$ cat src/rtl/lif_scheduler.sv
// Time-multiplexed leaky integrate-and-fire scheduler: one update datapath
// sweeps N_NEURONS membrane contexts per start, with optional ring coupling.
module lif_scheduler #(
  parameter int N_NEURONS  = 4,
  parameter int THRESHOLD  = 200,
  parameter int LEAK_SHIFT = 1,
  parameter int REFRACT    = 2,
  parameter int SYN_WEIGHT = 64,
  localparam int IW = (N_NEURONS > 1) ? $clog2(N_NEURONS) : 1
) (
  input  logic                   clk,
  input  logic                   reset,
  input  logic                   start,
  input  logic [8*N_NEURONS-1:0] currents,
  input  logic                   coupling_en,
  input  logic [IW-1:0]          rd_sel,
  output logic [7:0]             rd_state,
  output logic [N_NEURONS-1:0]   spikes,
  output logic                   done,
  output logic                   busy
);
  localparam int RW = (REFRACT > 0) ? $clog2(REFRACT + 1) : 1;

  typedef enum logic [1:0] {IDLE, SCAN, DONE} state_t;
  state_t state_q, state_d;

  logic [IW-1:0]                  idx_q;
  logic [N_NEURONS-1:0][7:0]      cur_q;
  logic                           coupling_q;
  logic [N_NEURONS-1:0][7:0]      mem_q;
  logic [N_NEURONS-1:0][RW-1:0]   refr_q;
  logic [N_NEURONS-1:0]           shadow_q;

  logic [IW-1:0]        prev;
  logic                 last;
  logic [8:0]           eff, sum;
  logic [7:0]           eff_sat, sum_sat;
  logic                 refr_busy, fire;
  logic [N_NEURONS-1:0] spk_next;

  // Single shared update datapath, evaluated for the neuron at idx_q.
  // Coupling reads the previous sweep's spikes register, never the shadow.
  always_comb begin
    last      = (idx_q == IW'(N_NEURONS - 1));
    prev      = (idx_q == '0) ? IW'(N_NEURONS - 1) : idx_q - 1'b1;
    eff       = {1'b0, cur_q[idx_q]} +
                ((coupling_q && spikes[prev]) ? 9'(SYN_WEIGHT) : 9'd0);
    eff_sat   = eff[8] ? 8'hFF : eff[7:0];
    sum       = {1'b0, mem_q[idx_q] >> LEAK_SHIFT} + {1'b0, eff_sat};
    sum_sat   = sum[8] ? 8'hFF : sum[7:0];
    refr_busy = (refr_q[idx_q] != '0);
    fire      = !refr_busy && (int'(sum_sat) >= THRESHOLD);
    spk_next  = shadow_q;
    spk_next[idx_q] = fire;
  end

  always_ff @(posedge clk or posedge reset) begin
    if (reset) state_q <= IDLE;
    else       state_q <= state_d;
  end

  always_comb begin
    state_d = state_q;
    case (state_q)
      IDLE:    if (start) state_d = SCAN;
      SCAN:    if (last)  state_d = DONE;
      DONE:    state_d = IDLE;
      default: state_d = IDLE;
    endcase
  end

  always_comb begin
    done = (state_q == DONE);
    busy = (state_q != IDLE);
  end

  always_ff @(posedge clk or posedge reset) begin
    if (reset) begin
      idx_q      <= '0;
      cur_q      <= '0;
      coupling_q <= 1'b0;
      mem_q      <= '0;
      refr_q     <= '0;
      shadow_q   <= '0;
      spikes     <= '0;
    end else begin
      case (state_q)
        IDLE: if (start) begin
          idx_q      <= '0;
          cur_q      <= currents;
          coupling_q <= coupling_en;
        end
        SCAN: begin
          idx_q           <= last ? '0 : idx_q + 1'b1;
          mem_q[idx_q]    <= (refr_busy || fire) ? 8'd0 : sum_sat;
          refr_q[idx_q]   <= refr_busy ? refr_q[idx_q] - 1'b1 :
                             fire      ? RW'(REFRACT) : '0;
          shadow_q[idx_q] <= fire;
          if (last) spikes <= spk_next;
        end
        default: ;
      endcase
    end
  end

  always_comb begin
    rd_state = 8'd0;
    if (int'(rd_sel) < N_NEURONS) rd_state = mem_q[rd_sel];
  end
endmodule

$ cat config.mk
export PLATFORM = sky130hd
export DESIGN_NAME = lif_scheduler
export DESIGN_NICKNAME = d
export VERILOG_FILES = /design/src/rtl/lif_scheduler.sv
export SDC_FILE = /design/constraint.sdc
export NUM_CORES = 1
export LEC_CHECK = 0
export BUFFER_PORTS_ARGS = -buffer_cell sky130_fd_sc_hd__buf_2
export CAP_MARGIN = 15
export CORE_MARGIN = 2
export CORE_UTILIZATION = 30
export CTS_BUF_LIST = sky130_fd_sc_hd__clkbuf_4 sky130_fd_sc_hd__clkbuf_8
export CTS_CLUSTER_DIAMETER = 200
export DETAILED_ROUTE_END_ITERATION = 16
export PLACE_DENSITY_LB_ADDON = 0.25
export SETUP_SLACK_MARGIN = 0.5
export SLEW_MARGIN = 20
export SYNTH_ARGS = -nofsm -noshare
export SYNTH_HDL_FRONTEND = slang
export SYNTH_SLANG_ARGS = --single-unit
export TNS_END_PERCENT = 100
$ cat constraint.sdc
create_clock -name clk -period 4.6 [get_ports clk]
set_input_delay 0.92 -clock clk [delete_from_list [all_inputs] [get_ports clk]]
set_output_delay 0.92 -clock clk [all_outputs]
set_load 0.05 [all_outputs]
==> results.yml <==
outcome:
  outcome: "finished clean"
cts:
  cts_tree: "yes"
  clock_sink_count: 84
  clk_pin_slew_ns: 0.08
  cts-htree-levels: 3
  cts_made_buffers: 9
  clkLatencyLatePin_ns: 0.36
  cts_buffer_depth: 2
  root_buffer: "clkbuf_8"
logic_synthesis:
  synth_top_area_frac: 0.486
  synth_nets: 417
  synth_edf_count: 0
  ys_types: 44
  synth_compound_area_frac: 0.108
  synth_fa_ha_area_frac: 0.0393
  synth-simple-area-share: 0.105
  async_reset_ff_frac: 1.00
  synth_area_mm2: 0.00433
  yosysTopAreaCell: "dfrtp_1"
  synth_seq_area_share: 0.486
  synth_warnings: 0
  synth_top_family_by_area: "multiplexers"
  ys_ff_latch: 84
  synthMuxAreaShare: 0.223
  netlist_instances: 366
  synth-xor-area-share: 0.00809
  synthFlopType: "dfrtp_1"
  post-synth-top-count-cell: "dfrtp_1"
  synth_area_per_cell_um2: 11.8
  synth_area_leaders: "dfrtp_1, mux4_2, mux2_2"
  yosys-top-cells-count: "dfrtp_1, nand2_1, o21ai_0"
layout:
  antennaDiodeCount: 0
  postLayoutCellArea_mm2: 0.00537
  syn_to_final_growth_pct: 24.1
  utilization: 0.384
  drive_above_1_share: 0.467
  fillers: 1393
  nets: 473
sta:
  slew_headroom: 0.379
  skew_ns: 0.00575
  rsz0062_at_grt: "no"
  max_freq_mhz: 252
  min_period_ns: 3.96
  final_max_slew_viol_count: 0
  setup-tns-final_ns: 0
  finalCritPeriodShare: 0.862
  hold_viol_final: 0
  setup_viol: 0
  worstMarginPinSlew_ns: 0.929
placed_design:
  gp_congestion: 0.828
  placement.cell_area_mm2: 0.00484
  hpwlAfterDp_um: 6900
  io_buffers: 51
routing:
  wirelength_um: 9970
  vias: 3074
  antenna_left: 0
  wire_per_inst_um: 16.5
  first_pass_iters: 4
  via_per_inst: 5.07
  post-route-drc-count: 0
  drt_iter0_markers: 100
worst_setup_path:
  slowest_delay_ns: 0.49
  start_kind: "flop"
  path_class: "flop to flop"
  path_cells: "inv_4, ha_4, nor2_4, mux4_2, and2_4, ha_2, and2_4, or2_4, ha_4, a21oi_4, a21oi_2, and2_1, o41a_1, buf_4, a311o_1, nand4_1, o21ai_1"
  required_ns: 4.82
  arrival_ns: 4.19
  worstPathMaxFanout: 7
  end_kind: "flop"
  path_delay_family: "compound AO/OA/AOI/OAI gates"
  cpMaxStageDelayCell: "mux4_2"
  crit_buf_inv: 2
floorplan:
  die_area_mm2: 0.0154
  die_y_um: 124
  ioPinCount: 52
  std_cell_rows: 43
  start_util: 0.309
  dieWidth_um: 124
  coreArea_mm2: 0.0140
global_route:
  grt_pass1_wl_um: 16400
  track_usage: 0.139
  grt_pass1_vias: 3165
  grt_max_degree: 54
  grt_overflow_total: 0
  antenna_found_initial: 0
min_path:
  hp-class: "flop to flop"
run:
  drv_cap: 0
==> final timing paths <==
| kind | startpoint | endpoint | slack [ns] | depth (start not counted) |
|---|---|---|---|---|
| max in group asynchronous | reset | refr_q[2]$_DFFE_PP0P_ | 2.96 | 3 |
| hold reg to reg | mem_q[16]$_DFFE_PP0P_ | mem_q[16]$_DFFE_PP0P_ | 0.48 | 2 |
| min in group asynchronous | reset | mem_q[25]$_DFFE_PP0P_ | 0.72 | 2 |
| setup reg to reg | idx_q[0]$_DFFE_PP0P_ | mem_q[18]$_DFFE_PP0P_ | 0.64 | 17 |
| setup / recovery | idx_q[0]$_DFFE_PP0P_ | mem_q[18]$_DFFE_PP0P_ | 0.64 | 17 |
| hold / removal | mem_q[16]$_DFFE_PP0P_ | mem_q[16]$_DFFE_PP0P_ | 0.48 | 2 |
==> area by class of cell <==
class	count	area (µm²)	share of cell area
Clock inverter	5	52.6	0.00979
Timing Repair Buffer	65	364	0.0678
Multi-Input combinational cell	251	2440	0.455
Tap cell	180	225	0.0419
Inverter	11	45.0	0.00839
Clock buffer	10	138	0.0256
Sequential cell	84	2100	0.392
==> tightest hold or removal path: stages (launching register included) <==
cell and delay [ns]:
dfrtp_1 0.35, nand2_1 0.04, o21ai_0 0.06
==> cells by family (layout without fill, tap and decap cells) <==
| logic type | Yosys count | count (layout) |
|---|---|---|
| XOR/XNOR | 4 | 4 |
| buffers and inverters | 32 | 91 |
| multiplexers | 60 | 60 |
| adder cells (fa/ha/maj) | 13 | 13 |
| AO/OA/AOI/OAI | 76 | 77 |
| flip-flops | 84 | 84 |
| AND/OR/NAND/NOR | 97 | 97 |
==> through the flow <==
step	setup WS [ns]	hold slack [ns]	cells
after floorplan	0.523	0.445	366
after global placement	0.384	0.457	580
after detailed placement	0.254	0.470	580
after CTS	0.497	0.489	600
after global routing	0.466	0.508	606
final	0.636	0.482	606
==> registers in the layout, indices dropped and copies added, names as in the netlist <==
signal      cells
cur_q          32
mem_q          32
refr_q          8
spikes          4
shadow_q        3
idx_q           2
state_q         2
coupling_q      1
==> routing by layer <==
metal,up-vias,global-route usage,part of all wire
met1,1541,0.190,0.47
met5,-,0,0
met2,74,0.220,0.47
li1,1444,-,-
met3,15,0.0256,0.038
met4,0,0.0555,0.018
==> what timing repair did <==
| item | 4_1_cts | 5_1_grt |
|---|---|---|
| setup endpoints to repair | 38 | 43 |
| buffers inserted | 4 | 6 |
| pin swaps | 6 | 19 |
| gates cloned | 1 | 0 |
| resized for setup | 17 | 51 |
| hold buffers | 0 | 0 |
==> layout by cell type, fill, tap and decap left out, types with 2 or more instances in the layout <==
master	netlist	layout
a21oi_1	12	8
a21oi_2	0	2
a21oi_4	0	2
a22o_1	2	2
a31oi_1	2	2
a41oi_1	3	2
a41oi_2	1	2
and2_4	0	2
buf_2	1	51
buf_4	1	13
clkbuf_8	0	10
clkinv_2	0	4
dfrtp_1	84	83
ha_1	12	4
ha_4	0	7
inv_1	11	8
mux2_2	33	33
mux4_2	26	26
nand2_1	50	50
nand2b_1	4	3
nand3_2	0	4
nor2_1	11	9
nor2_2	1	2
nor2b_1	3	3
nor3b_1	3	3
o21ai_0	38	17
o21ai_1	8	21
o21ai_2	0	8
or2_2	9	4
or2_4	0	5
or3_4	0	4
xnor2_2	0	2
Power is left out: the tool's default activity adds up to more than one toggle a clock period on the data nets, which glitch-free logic cannot reach.
